`config.mk`:
```
export PLATFORM = sky130hd
export DESIGN_NAME = exu_reg_swc
export DESIGN_NICKNAME = d
export VERILOG_FILES = /design/src/rtl/exu_pkg.sv /design/src/rtl/exu_alu_swc.sv /design/src/rtl/exu_reg_swc.sv
export SDC_FILE = /design/constraint.sdc
export NUM_CORES = 1
export LEC_CHECK = 0
export CORE_MARGIN = 10
export CORE_UTILIZATION = 52
export CTS_CLUSTER_DIAMETER = 50
export DETAILED_ROUTE_END_ITERATION = 10
export PLACE_DENSITY = 0.8
export SETUP_SLACK_MARGIN = 0.15
export SLEW_MARGIN = 10
export SYNTH_ARGS = -nofsm -noshare
export SYNTH_HDL_FRONTEND = slang
export SYNTH_HIERARCHICAL = 1
export SYNTH_SLANG_ARGS = --single-unit
```
`constraint.sdc`:
```
create_clock -name hclk -period 4.6 [get_ports hclk]
set_input_delay 0.46 -clock hclk [delete_from_list [all_inputs] [get_ports hclk]]
set_output_delay 0.46 -clock hclk [all_outputs]
set_load 0.05 [all_outputs]
```
`src/rtl/exu_pkg.sv`:
```
// Shared definitions for the SwitchMCU R-type execution unit: widths,
// core phase numbers, the ALU operation enum and small helpers.
package exu_pkg;

    localparam int XLEN = 32;
    localparam int RA_W = 5;

    // Core phase counter values used by the execution unit
    localparam logic [3:0] PH_RD = 4'd1;
    localparam logic [3:0] PH_OP = 4'd2;
    localparam logic [3:0] PH_EX = 4'd3;
    localparam logic [3:0] PH_WB = 4'd4;

    typedef enum logic [3:0] {
        OP_NONE,
        OP_ADD,
        OP_SUB,
        OP_SLL,
        OP_SLT,
        OP_SLTU,
        OP_XOR,
        OP_SRL,
        OP_SRA,
        OP_OR,
        OP_AND
    } alu_op_e;

    // Collapse the one-hot decoder strobes into a single op. Bit 0 is add,
    // bit 9 is and; lower bits win when the decoder asserts several.
    function automatic alu_op_e decodeOp(input logic [9:0] dec);
        alu_op_e op;
        if (dec[0])      op = OP_ADD;
        else if (dec[1]) op = OP_SUB;
        else if (dec[2]) op = OP_SLL;
        else if (dec[3]) op = OP_SLT;
        else if (dec[4]) op = OP_SLTU;
        else if (dec[5]) op = OP_XOR;
        else if (dec[6]) op = OP_SRL;
        else if (dec[7]) op = OP_SRA;
        else if (dec[8]) op = OP_OR;
        else if (dec[9]) op = OP_AND;
        else             op = OP_NONE;
        return op;
    endfunction

    // One step of a serial shift in the direction/kind selected by op
    function automatic logic [XLEN-1:0] shiftOne(input alu_op_e op, input logic [XLEN-1:0] v);
        logic [XLEN-1:0] r;
        case (op)
            OP_SLL:  r = {v[XLEN-2:0], 1'b0};
            OP_SRA:  r = {v[XLEN-1], v[XLEN-1:1]};
            default: r = {1'b0, v[XLEN-1:1]};
        endcase
        return r;
    endfunction

endpackage

```
`src/rtl/exu_alu_swc.sv`:
```
// Purely combinational RV32I R-type ALU. Shifts use only b[4:0].
module exu_alu_swc
    import exu_pkg::*;
(
    input  alu_op_e          i_op,
    input  logic [XLEN-1:0]  i_a,
    input  logic [XLEN-1:0]  i_b,
    output logic [XLEN-1:0]  o_result
);

    logic [4:0] w_shamt;

    assign w_shamt = i_b[4:0];

    // Select the operation result; unknown/none yields zero
    always_comb begin
        o_result = '0;
        case (i_op)
            OP_ADD:  o_result = i_a + i_b;
            OP_SUB:  o_result = i_a - i_b;
            OP_SLL:  o_result = i_a << w_shamt;
            OP_SLT:  o_result = {{(XLEN-1){1'b0}}, ($signed(i_a) < $signed(i_b))};
            OP_SLTU: o_result = {{(XLEN-1){1'b0}}, (i_a < i_b)};
            OP_XOR:  o_result = i_a ^ i_b;
            OP_SRL:  o_result = i_a >> w_shamt;
            OP_SRA:  o_result = $unsigned($signed(i_a) >>> w_shamt);
            OP_OR:   o_result = i_a | i_b;
            OP_AND:  o_result = i_a & i_b;
            default: o_result = '0;
        endcase
    end

endmodule

```
`src/rtl/exu_reg_swc.sv`:
```
// SwitchMCU register-register execution unit. Phase 1 reads rs1/rs2,
// phase 2 captures operands, phase 3 computes, phase 4 writes rd.
// Build option EXU_REG_SERIAL_SHIFT_EN replaces the barrel shift with a
// one-bit-per-clock shifter that stalls the core in phase 3.
module exu_reg_swc
    import exu_pkg::*;
#(
    parameter int XLEN = exu_pkg::XLEN,
    parameter int RA_W = exu_pkg::RA_W
) (
    input  logic             hclk,
    input  logic             hrstn,
    input  logic [3:0]       cycle_cnt,
    input  logic             en,
    input  logic             dec_add,
    input  logic             dec_sub,
    input  logic             dec_sll,
    input  logic             dec_slt,
    input  logic             dec_sltu,
    input  logic             dec_xor,
    input  logic             dec_srl,
    input  logic             dec_sra,
    input  logic             dec_or,
    input  logic             dec_and,
    input  logic [RA_W-1:0]  dec_rs1,
    input  logic [RA_W-1:0]  dec_rs2,
    input  logic [RA_W-1:0]  dec_rd,
    input  logic [XLEN-1:0]  pc,
    output logic [RA_W-1:0]  reg_raddr_1,
    output logic [RA_W-1:0]  reg_raddr_2,
    output logic             reg_ren_1,
    output logic             reg_ren_2,
    input  logic [XLEN-1:0]  reg_rdata_1,
    input  logic [XLEN-1:0]  reg_rdata_2,
    output logic [RA_W-1:0]  reg_waddr,
    output logic             reg_wen,
    output logic [XLEN-1:0]  reg_wdata,
    output logic             exu_stall
);

    logic [9:0]      w_dec;
    logic            w_act;
    alu_op_e         w_op;
    logic [XLEN-1:0] w_aluResult;
    logic            w_unused;

    logic [XLEN-1:0] r_opA;
    logic [XLEN-1:0] r_opB;
    logic [XLEN-1:0] r_result;

    assign w_dec    = {dec_and, dec_or, dec_sra, dec_srl, dec_xor,
                       dec_sltu, dec_slt, dec_sll, dec_sub, dec_add};
    assign w_act    = en & (|w_dec);
    assign w_op     = decodeOp(w_dec);
    assign w_unused = ^pc;

    exu_alu_swc u_alu (
        .i_op     (w_op),
        .i_a      (r_opA),
        .i_b      (r_opB),
        .o_result (w_aluResult)
    );

    // Regfile strobes: reads only in phase 1, write only in phase 4 to rd != x0
    always_comb begin
        reg_ren_1   = 1'b0;
        reg_ren_2   = 1'b0;
        reg_raddr_1 = '0;
        reg_raddr_2 = '0;
        reg_wen     = 1'b0;
        reg_waddr   = '0;
        reg_wdata   = '0;
        if (cycle_cnt == PH_RD) begin
            reg_ren_1   = w_act;
            reg_ren_2   = w_act;
            reg_raddr_1 = dec_rs1;
            reg_raddr_2 = dec_rs2;
        end else if (cycle_cnt == PH_WB) begin
            reg_wen   = w_act & (dec_rd != '0);
            reg_waddr = dec_rd;
            reg_wdata = r_result;
        end
    end

    // Capture regfile read data at the end of phase 2
    always_ff @(posedge hclk or negedge hrstn) begin
        if (!hrstn) begin
            r_opA <= '0;
            r_opB <= '0;
        end else if (cycle_cnt == PH_OP && w_act) begin
            r_opA <= reg_rdata_1;
            r_opB <= reg_rdata_2;
        end
    end

`ifdef EXU_REG_SERIAL_SHIFT_EN
    logic            w_isShift;
    logic [4:0]      w_shAmt;
    logic            w_stall;
    logic            r_shBusy;
    logic [4:0]      r_shCnt;
    logic [XLEN-1:0] r_shVal;

    assign w_isShift = (w_op == OP_SLL) || (w_op == OP_SRL) || (w_op == OP_SRA);
    assign w_shAmt   = r_opB[4:0];
    assign w_stall   = (cycle_cnt == PH_EX) && w_act && w_isShift &&
                       (r_shBusy ? (r_shCnt != 5'd0) : (w_shAmt != 5'd0));
    assign exu_stall = w_stall;

    // Serial shifter: first phase-3 cycle does one step and loads the count,
    // each held cycle does one more step until the count is exhausted
    always_ff @(posedge hclk or negedge hrstn) begin
        if (!hrstn) begin
            r_shBusy <= 1'b0;
            r_shCnt  <= '0;
            r_shVal  <= '0;
        end else if (cycle_cnt == PH_EX && w_act && w_isShift) begin
            if (!r_shBusy) begin
                if (w_shAmt != 5'd0) begin
                    r_shVal  <= shiftOne(w_op, r_opA);
                    r_shCnt  <= w_shAmt - 5'd1;
                    r_shBusy <= 1'b1;
                end
            end else if (r_shCnt != 5'd0) begin
                r_shVal <= shiftOne(w_op, r_shVal);
                r_shCnt <= r_shCnt - 5'd1;
            end else begin
                r_shBusy <= 1'b0;
            end
        end else if (cycle_cnt != PH_EX) begin
            r_shBusy <= 1'b0;
        end
    end

    // Latch the result on the last phase-3 cycle; serial shifts take theirs
    // from the shifter once it has drained
    always_ff @(posedge hclk or negedge hrstn) begin
        if (!hrstn) begin
            r_result <= '0;
        end else if (cycle_cnt == PH_EX && w_act) begin
            if (!w_isShift || (!r_shBusy && w_shAmt == 5'd0)) begin
                r_result <= w_aluResult;
            end else if (r_shBusy && r_shCnt == 5'd0) begin
                r_result <= r_shVal;
            end
        end
    end
`else
    assign exu_stall = 1'b0;

    // Latch the ALU result at the end of phase 3
    always_ff @(posedge hclk or negedge hrstn) begin
        if (!hrstn) begin
            r_result <= '0;
        end else if (cycle_cnt == PH_EX && w_act) begin
            r_result <= w_aluResult;
        end
    end
`endif

endmodule

```
==> results.sh, run 1 <==
export IMPL_grt_max_degree=69
export IMPL_grt_pass1_vias=12560
export IMPL_post_route_min_period_ns=4.061
export IMPL_ys_flop_type="dfrtp_1"
export IMPL_route_detailed_drc=0
export IMPL_postCtsSetupBuffers=0
export IMPL_clock_path_buffers=2
export IMPL_initial_utilization=0.5257
export IMPL_cp_arrival_ns=4.37
export IMPL_fmax_ghz=0.2462
export IMPL_netSwitchingPower_w=0.003643
export IMPL_status="finished, final reports clean"
export IMPL_rsz0062_at_grt="no"
export IMPL_cts_resized=0
export IMPL_drive_gt1_frac=0.1607
export IMPL_tightest_slew_ns=0.8328
export IMPL_grt_overflow_total=0
export IMPL_drt_iter0_drc=1575
export IMPL_fillers=2119
export IMPL_tritoncts="yes"
export IMPL_fin_skew_ns=0.01393
export IMPL_hold_violations=0
export IMPL_crit_required_ns=4.91
export IMPL_clock_sinks=96
export IMPL_yosysSeqAreaShare=0.1890
export IMPL_wire_per_inst_um=25.13
export IMPL_avgSynthCellArea_um2=8.227
export IMPL_io_pins=179
export IMPL_hold_class="primary input to asynchronous set/reset pin"
export IMPL_synth_edf_count=0
export IMPL_peakVddDrop_mv=0.3913
export IMPL_r2r_start="r_opA[0]$_DFFE_PN0P_"
export IMPL_syn_nets=1772
export IMPL_maxCapViolCount=0
export IMPL_synth_top_cell_area_share=0.1890
export IMPL_die_w_um=176.3
export IMPL_p_int_w=0.003454
export IMPL_hpwl_um=38070
export IMPL_yosysUniqueCellTypes=97
export IMPL_via_per_inst=6.527
export IMPL_num_rows=57
export IMPL_async_flop_share=1.000
export IMPL_area_growth_pct=16.81
export IMPL_final_setup_tns_ns=0
export IMPL_endpoint_kind="register"
export IMPL_setup_viol=0
export IMPL_yosysTopAreaCell="dfrtp_1"
export IMPL_pwr_density_cell_nw_per_um2=477.9
export IMPL_antenna_found_initial=1
export IMPL_dieArea_um2=31100
export IMPL_drt_wl_total_um=49910
export IMPL_pwr_share_clk=0.120
export IMPL_period_share=0.8829
export IMPL_maxSlewViolCount=0
export IMPL_cts_made_buffers=9
export IMPL_relSlewSlack=0.4428
export IMPL_ys_warn_count=6
export IMPL_gp_routability_congestion=1.022
export IMPL_die_h_um=176.3
export IMPL_dp_slack_ns=0.4135
export IMPL_finalNetCount=1883
export IMPL_grt_pass1_wl_um=75820
export IMPL_p_seq_frac=0.192
export IMPL_crit_start="r_opA[0]$_DFFE_PN0P_"
export IMPL_root_buffer="clkbuf_16"
export IMPL_yosys_top_cells_area="dfrtp_1, ha_1, mux2_4"
export IMPL_num_vias=12960
export IMPL_ant_nets=0
export IMPL_setup_ws_ns=0.5387
export IMPL_path_max_fanout=6
export IMPL_netSwitchingFraction=0.5133
export IMPL_htree_levels=3
export IMPL_core_region_area_um2=24180
export IMPL_clk_pin_slew_worst_paths_ns=0.09
export IMPL_grt_total_usage=0.3115
export IMPL_syn_inst=1545
export IMPL_numPortBuffers=145
export IMPL_critPathKind="register to register"
export IMPL_start_kind="register"
export IMPL_clk_latency_ns=0.38
export IMPL_netlist_area_um2=12710
export IMPL_combinationalPowerShare=0.687
export IMPL_synth_seq_cells=96
export IMPL_dr_pass1_iters=6
export IMPL_cellLeakagePower_nw=6.404
export IMPL_holdBufCountCts=0
==> sequential cells by signal, indices dropped and copies added, names as in the netlist <==
register	count
r_opB	32
r_opA	32
r_result	32
==> final timing paths <==
| kind | end | slack (ns) | cells past startpoint |
|---|---|---|---|
| max in group asynchronous | r_opB[0]$_DFFE_PN0P_ | 3.42 | 2 |
| setup reg to reg | r_result[0]$_DFFE_PN0P_ | 0.54 | 15 |
| hold / removal | r_opB[25]$_DFFE_PN0P_ | 0.09 | 1 |
| hold reg to reg | r_result[26]$_DFFE_PN0P_ | 0.50 | 1 |
| min in group hclk | r_result[26]$_DFFE_PN0P_ | 0.50 | 1 |
| setup / recovery | r_result[0]$_DFFE_PN0P_ | 0.54 | 15 |
==> placed cells by master (no fill, tap or decap), types with 19 or more instances in the layout <==
master,synthesis,final
nor3_1,39,39
mux2_2,50,50
o21ai_0,98,98
mux4_2,24,24
dfrtp_1,96,93
mux2i_1,54,54
a21oi_1,132,132
a211oi_1,24,24
o22ai_1,23,23
and2_1,53,53
inv_1,101,101
nand3_1,21,21
nand2_1,89,89
ha_1,97,97
nor2_1,174,174
a221oi_1,22,22
a21o_1,19,19
clkdlybuf4s50_1,0,144
buf_4,11,67
mux2_4,60,60
==> metrics by stage <==
stage	hold WS [ns]	cells	instance area, um^2	util	power [W]
after floorplan	0.1644	1545	12710	-	0.004650
after CTS	0.1194	1985	14850	0.6140	0.006966
after global routing	0.1415	1985	14850	0.6140	0.007506
after global placement	0.4824	1969	14520	0.6006	0.006025
after detailed placement	0.4885	1969	14520	0.6006	0.006083
final	0.08645	1986	14850	0.6141	0.007096
==> cells in the mapped netlist (8+ instances only) <==
library cell	number
a21o_1	19
nor2_1	174
and2_1	53
nor2b_1	15
buf_1	12
o21a_1	8
o22ai_1	23
a221o_1	9
ha_1	97
a211oi_1	24
buf_2	15
a22oi_1	13
mux2_4	60
o31ai_1	11
a21oi_1	132
a211o_1	9
nand2_1	89
mux4_2	24
mux2i_1	54
clkbuf_1	62
dfrtp_1	96
o221ai_1	15
o21ai_0	98
nand3_1	21
mux2_2	50
a221oi_1	22
o211ai_1	15
nand2b_1	8
or3_1	9
buf_4	11
inv_1	101
o2111ai_1	9
nor3_1	39
o21bai_1	16
a31oi_1	13
==> power groups by stage <==
stage / Clock [W] / Combinational (W) / Sequential [W]
after floorplan: 0 / 0.00334 / 0.00131
after global placement: 0 / 0.00466 / 0.00137
after detailed placement: 0 / 0.00470 / 0.00138
after CTS: 0.000873 / 0.00473 / 0.00136
after global routing: 0.000902 / 0.00520 / 0.00140
final: 0.000852 / 0.00488 / 0.00137
==> cell families (layout without fill, tap and decap cells) <==
| logic type | count (synthesis) | count (layout) | share of synthesized area |
|---|---|---|---|
| flops | 96 | 96 | 0.1890 |
| compound gates | 486 | 486 | 0.2559 |
| mux | 188 | 188 | 0.2002 |
| xor+xnor | 3 | 3 | 0.002068 |
| buf+inv | 217 | 333 | 0.07983 |
| other cells | 1 | 2 | 0.0002950 |
| fa+ha+maj | 99 | 99 | 0.09863 |
| simple gates | 455 | 455 | 0.1740 |
==> worst max-delay path: stages (launching register included) <==
cell,delay (ns)
dfrtp_1,0.46
inv_1,0.13
ha_1,0.18
inv_1,0.05
fa_1,0.37
nor2b_1,0.16
o21ai_0,0.40
a311oi_2,0.25
o41ai_2,0.61
o21bai_4,0.15
a31oi_4,0.29
nor3_2,0.09
nor4_1,0.31
buf_4,0.19
a211o_1,0.18
mux2_2,0.17
==> layer usage <==
metal  global-route usage  part of all wire  vias up
met1               0.3745              0.39     6195
met4               0.2000             0.070        0
met2               0.5096              0.47      726
li1                     -                 -     5879
met3              0.05105             0.074      162
met5                    0                 0        -
==> area by class of cell <==
class	count	area (um^2)	area share
clock inverters	7	100.1	0.006741
flip-flops and latches	96	2409	0.1622
multi-input cells	1232	9331	0.6285
clock buffers	9	225.2	0.01517
diodes	1	2.502	0.0001685
inverters	104	390.4	0.02629
well taps	324	405.4	0.02730
repair buffers	213	1984	0.1336
(Power assumes the default switching activity.)
==> run 2: changes to the inputs <==
--- a/config.mk
+++ b/config.mk
@@ -6,10 +6,10 @@
 export NUM_CORES = 1
 export LEC_CHECK = 0
 export CORE_MARGIN = 10
-export CORE_UTILIZATION = 52
+export CORE_UTILIZATION = 57
 export CTS_CLUSTER_DIAMETER = 50
 export DETAILED_ROUTE_END_ITERATION = 10
-export PLACE_DENSITY = 0.8
+export PLACE_DENSITY = 0.83
 export SETUP_SLACK_MARGIN = 0.15
 export SLEW_MARGIN = 10
 export SYNTH_ARGS = -nofsm -noshare
==> constraint.sdc (replaced) <==
create_clock -name hclk -period 3.9 [get_ports hclk]
set_input_delay 0.39 -clock hclk [delete_from_list [all_inputs] [get_ports hclk]]
set_output_delay 0.39 -clock hclk [all_outputs]
set_load 0.05 [all_outputs]
==> results.sh, run 2 (synthesis results as in run 1) <==
export IMPL_rrSetupSlack_ns=0.23
export IMPL_grt_total_usage=0.3324
export IMPL_pwr_density_cell_nw_per_um2=565.4
export IMPL_clock_path_buffers=2
export IMPL_root_buffer="clkbuf_16"
export IMPL_r2r_start="r_opA[12]$_DFFE_PN0P_"
export IMPL_area_growth_pct=21.16
export IMPL_die_w_um=169.3
export IMPL_fmax_ghz=0.2722
export IMPL_tightest_slew_ns=0.7770
export IMPL_endpoint="r_result[0]$_DFFE_PN0P_"
export IMPL_cellLeakagePower_nw=6.742
export IMPL_hpwl_um=38440
export IMPL_cts_made_buffers=9
export IMPL_die_h_um=169.3
export IMPL_numPortBuffers=145
export IMPL_num_vias=13370
export IMPL_rsz0062_at_grt="yes"
export IMPL_crit_required_ns=4.15
export IMPL_num_rows=54
export IMPL_htree_levels=3
export IMPL_tritoncts="yes"
export IMPL_critPathKind="register to register"
export IMPL_setup_viol=0
export IMPL_antenna_found_initial=1
export IMPL_finalNetCount=1946
export IMPL_route_detailed_drc=0
export IMPL_endpoint_kind="register"
export IMPL_peakVddDrop_mv=0.5202
export IMPL_path_cells="inv_1, ha_1, or3_4, or3_1, a311oi_2, buf_4, o41ai_4, o21bai_4, a31oi_4, nor3_2, nor4_1, buf_4, a211o_1, mux2_2"
export IMPL_layout_commonest_cell="nor2_1"
export IMPL_post_route_min_period_ns=3.673
export IMPL_relSlewSlack=0.4820
export IMPL_drt_iter0_drc=1889
export IMPL_clock_sinks=96
export IMPL_n_antenna_cell=0
export IMPL_cpPeakStageDelay_ns=0.46
export IMPL_crit_top_cell="buf_4"
export IMPL_ant_nets=0
export IMPL_grt_max_degree=76
export IMPL_path_max_fanout=4
export IMPL_drt_wl_total_um=49750
export IMPL_dr_pass1_iters=8
export IMPL_start_kind="register"
export IMPL_core_region_area_um2=21890
export IMPL_hold_class="primary input to asynchronous set/reset pin"
export IMPL_p_total_w=0.008707
export IMPL_crit_start="r_opA[12]$_DFFE_PN0P_"
export IMPL_drive_gt1_frac=0.1972
export IMPL_slowest_stage="dfrtp_1"
export IMPL_gp_routability_congestion=1.069
export IMPL_final_cell_mix="nor2_1, clkdlybuf4s50_1, a21oi_1"
export IMPL_via_per_inst=6.674
export IMPL_clk_latency_ns=0.38
export IMPL_reg_top3="r_opA x32, r_opB x32, r_result x32"
export IMPL_setup_ws_ns=0.2269
export IMPL_wire_per_inst_um=24.83
export IMPL_io_pins=179
export IMPL_maxCapViolCount=0
export IMPL_period_share=0.9418
export IMPL_reg2regPathDepth=14
export IMPL_initial_utilization=0.5806
export IMPL_status="finished, final reports clean"
export IMPL_fin_skew_ns=0.01984
export IMPL_hold_violations=0
export IMPL_dieArea_um2=28670
export IMPL_rr_endpoint="r_result[0]$_DFFE_PN0P_"
export IMPL_maxSlewViolCount=0
export IMPL_grt_pass1_vias=12960
export IMPL_grt_pass1_wl_um=75530
export IMPL_clk_pin_slew_worst_paths_ns=0.10
export IMPL_dp_slack_ns=-0.1064
export IMPL_grt_overflow_total=0
export IMPL_cp_arrival_ns=3.92
## run 2: worst min-delay path by stage
stage | startpoint | end | cells after the start
after detailed placement | r_result[30]$_DFFE_PN0P_ | r_result[30]$_DFFE_PN0P_ | 1
after global routing | hrstn | r_opA[28]$_DFFE_PN0P_ | 1
after floorplan | hrstn | r_opA[0]$_DFFE_PN0P_ | 0
after global placement | r_result[29]$_DFFE_PN0P_ | r_result[29]$_DFFE_PN0P_ | 1
after CTS | hrstn | r_opA[27]$_DFFE_PN0P_ | 1
final | hrstn | r_opA[28]$_DFFE_PN0P_ | 1
## run 2: layout make-up
cell class / instances / area [um^2]
tap: 280 / 350.3
clock buffer: 9 / 225.2
sequential: 96 / 2410
clock inverter: 7 / 97.59
inverter: 104 / 392.9
timing repair buffer: 276 / 2524
multi-input combinational: 1232 / 9402
fill: 1781 / 6490
## run 2: metrics by stage
step	instances	cell area, um^2	util	hold WS [ns]	TNS [ns]
after floorplan	1545	12740	-	0.09441	0
after global placement	1983	14960	0.6832	0.4812	-0.05715
after detailed placement	1983	14960	0.6832	0.4876	-0.1722
after CTS	1999	15280	0.6982	0.1122	0
after global routing	2004	15400	0.7035	0.1400	0
final	2004	15400	0.7035	0.08110	0
## run 2: timing repair
item,CTS,global route
endpoints found under the setup margin,1,13
hold buffers,0,0
gates resized for setup,1,15
pin swaps,0,1
gates cloned,0,1
setup buffers,0,4
## run 2: worst max-delay path: cells and delay by family, from the launching register on
family / cells / cell delay, ns
DFF: 1 / 0.46
buffers and inverters: 3 / 0.42
adders and majority gates: 1 / 0.33
AOI/OAI and AO/OA: 5 / 0.89
and+or+nand+nor: 4 / 1.15
muxes: 1 / 0.29
## run 2: per-layer routing
layer	GRT usage	up-vias	share of wire
li1	-	6002	-
met1	0.3922	6305	0.37
met2	0.5383	853	0.46
met3	0.07318	212	0.093
met4	0.2113	2	0.076
met5	0	-	0.00022
## run 2: power by group
part	switching [W]	total [W]	internal [W]
Sequential	0.000288	0.00159	0.00131
Combinational	0.00365	0.00609	0.00245
Clock	0.000500	0.00102	0.000520
==> run 3: changes to the inputs <==
--- a/config.mk
+++ b/config.mk
@@ -6,10 +6,9 @@
 export NUM_CORES = 1
 export LEC_CHECK = 0
 export CORE_MARGIN = 10
-export CORE_UTILIZATION = 57
+export CORE_UTILIZATION = 36
 export CTS_CLUSTER_DIAMETER = 50
 export DETAILED_ROUTE_END_ITERATION = 10
-export PLACE_DENSITY = 0.83
 export SETUP_SLACK_MARGIN = 0.15
 export SLEW_MARGIN = 10
 export SYNTH_ARGS = -nofsm -noshare
==> results.sh, run 3 (synthesis results as in run 1) <==
export IMPL_clock_path_buffers=2
export IMPL_ant_nets=0
export IMPL_final_cell_mix="nor2_1, buf_4, clkdlybuf4s50_1"
export IMPL_drt_iter0_drc=1243
export IMPL_cellLeakagePower_nw=6.936
export IMPL_rsz0062_at_grt="yes"
export IMPL_clk_latency_ns=0.39
export IMPL_maxSlewViolCount=0
export IMPL_critPathTopFamily="compound AO/OA/AOI/OAI gates"
export IMPL_gp_routability_congestion=1.018
export IMPL_dr_pass1_iters=6
export IMPL_path_cells="inv_1, ha_1, or3_4, o311ai_0, buf_4, o41ai_4, o21bai_4, a31oi_4, nor3_4, nor4_1, buf_4, a211o_1, mux2_2"
export IMPL_fillers=3477
export IMPL_tightest_slew_ns=1.290
export IMPL_die_h_um=207.9
export IMPL_drt_wl_total_um=54440
export IMPL_period_share=0.9441
export IMPL_setup_viol=0
export IMPL_pwr_density_cell_nw_per_um2=553.4
export IMPL_place_area_um2=15490
export IMPL_root_buffer="clkbuf_16"
export IMPL_reg_top3="r_opA x32, r_opB x32, r_result x32"
export IMPL_netSwitchingFraction=0.5058
export IMPL_status="finished, final reports clean"
export IMPL_path_max_fanout=4
export IMPL_hpwl_um=42920
export IMPL_maxCapViolCount=0
export IMPL_drive_gt1_frac=0.2183
export IMPL_crit_required_ns=4.18
export IMPL_fmax_ghz=0.2716
export IMPL_critPathBufInv=3
export IMPL_finalNetCount=1981
export IMPL_cts_made_buffers=9
export IMPL_pwr_share_clk=0.111
export IMPL_num_rows=68
export IMPL_p_int_w=0.004373
export IMPL_relSlewSlack=0.1378
export IMPL_busiest_layer="met2"
export IMPL_fin_area_um2=15990
export IMPL_clk_pin_slew_worst_paths_ns=0.07
export IMPL_numPortBuffers=145
export IMPL_met3_usage=0.03879
export IMPL_crit_top_cell="buf_4"
export IMPL_grt_pass1_vias=13120
export IMPL_p_total_w=0.008849
export IMPL_hold_class="register to register"
export IMPL_dieArea_um2=43220
export IMPL_peakVddDrop_mv=0.3877
export IMPL_antenna_found_initial=0
export IMPL_start_kind="register"
export IMPL_hold_violations=0
export IMPL_slowest_stage="o311ai_0"
export IMPL_combinationalPowerShare=0.709
export IMPL_cp_arrival_ns=3.96
export IMPL_die_w_um=207.9
export IMPL_netSwitchingPower_w=0.004476
export IMPL_area_growth_pct=25.79
export IMPL_post_route_min_period_ns=3.682
export IMPL_core_region_area_um2=34710
export IMPL_tritoncts="yes"
export IMPL_grt_max_degree=75
export IMPL_ff_latch_area_um2=2411
export IMPL_multi_input_area_um2=9478
export IMPL_via_per_inst=5.913
export IMPL_endpoint_kind="register"
export IMPL_initial_utilization=0.3662
export IMPL_num_vias=13100
export IMPL_htree_levels=3
export IMPL_met1_usage=0.2969
export IMPL_layout_commonest_cell="nor2_1"
export IMPL_grtUsageMet2=0.4077
export IMPL_grt_pass1_wl_um=82650
export IMPL_critPathKind="register to register"
export IMPL_wire_per_inst_um=24.58
export IMPL_cpPeakStageDelay_ns=0.56
export IMPL_p_seq_frac=0.180
export IMPL_route_detailed_drc=0
export IMPL_clock_sinks=96
export IMPL_grt_overflow_total=0
export IMPL_fin_skew_ns=0.007097
export IMPL_io_pins=179
export IMPL_grt_total_usage=0.2428
## run 3: changes by cell type in the layout (fill, tap and decap cells not counted), sizes merged
cell | previous run | this run
inv | 107 | 105
clkinv | 3 | 1
diode | 0 | 1
clkinvlp | 0 | 2
dlygate4sd3 | 0 | 1
clkbuf | 10 | 12
buf | 131 | 165
## run 3: repair_timing
| action | CTS | global route |
|---|---|---|
| hold buffers | 1 | 0 |
| gates cloned | 0 | 1 |
| endpoints found under the setup margin | 1 | 19 |
| endpoints found under the hold margin | 1 | 0 |
| pin swaps | 0 | 5 |
| setup buffers | 0 | 1 |
| gates resized for setup | 1 | 25 |
## run 3: path summary, 6_finish.rpt
check,from,to,slack [ns],cells after the start
setup / recovery,r_opA[11]$_DFFE_PN0P_,r_result[0]$_DFFE_PN0P_,0.22,13
hold / removal,r_result[1]$_DFFE_PN0P_,r_result[1]$_DFFE_PN0P_,0.50,1
min in group asynchronous,hrstn,r_opA[26]$_DFFE_PN0P_,0.52,2
hold reg to reg,r_result[1]$_DFFE_PN0P_,r_result[1]$_DFFE_PN0P_,0.50,1
max in group asynchronous,hrstn,r_opB[12]$_DFFE_PN0P_,2.66,3
setup reg to reg,r_opA[11]$_DFFE_PN0P_,r_result[0]$_DFFE_PN0P_,0.22,13
## run 3: power groups by stage
stage	clock network [W]	registers, W	logic [W]
6_report	0.000981	0.00160	0.00627
5_1_grt	0.00106	0.00164	0.00675
4_1_cts	0.00101	0.00160	0.00605
3_5_place_dp	0	0.00161	0.00601
3_3_place_gp	0	0.00160	0.00598
2_1_floorplan	0	0.00154	0.00396
## run 3: per-layer routing
layer	routed length (um)	share of wire	up-vias
li1	-	-	6073
met1	22440	0.41	6351
met2	25890	0.48	559
met3	3232	0.059	115
met4	2872	0.053	0
met5	0	0	-
## run 3: through the flow
step	worst slack (ns)	hold WS, ns	TNS [ns]	util	cells
2_1_floorplan	0.1930	0.09441	0	-	1545
6_report	0.2182	0.5009	0	0.4606	2215
3_3_place_gp	-0.1452	0.4067	-0.4146	0.4463	2195
3_5_place_dp	-0.1306	0.4161	-0.6845	0.4463	2195
4_1_cts	0.1915	0.5040	0	0.4558	2212
5_1_grt	0.1280	0.5187	0	0.4605	2214
## run 3: final cells by class
class	count	share of cell area
Multi-Input combinational cell	1232	0.5928
Timing Repair Buffer	311	0.1765
Sequential cell	96	0.1508
Tap cell	455	0.03561
Inverter	104	0.02442
Clock buffer	11	0.01581
Clock inverter	5	0.003913
Antenna cell	1	0.0001565
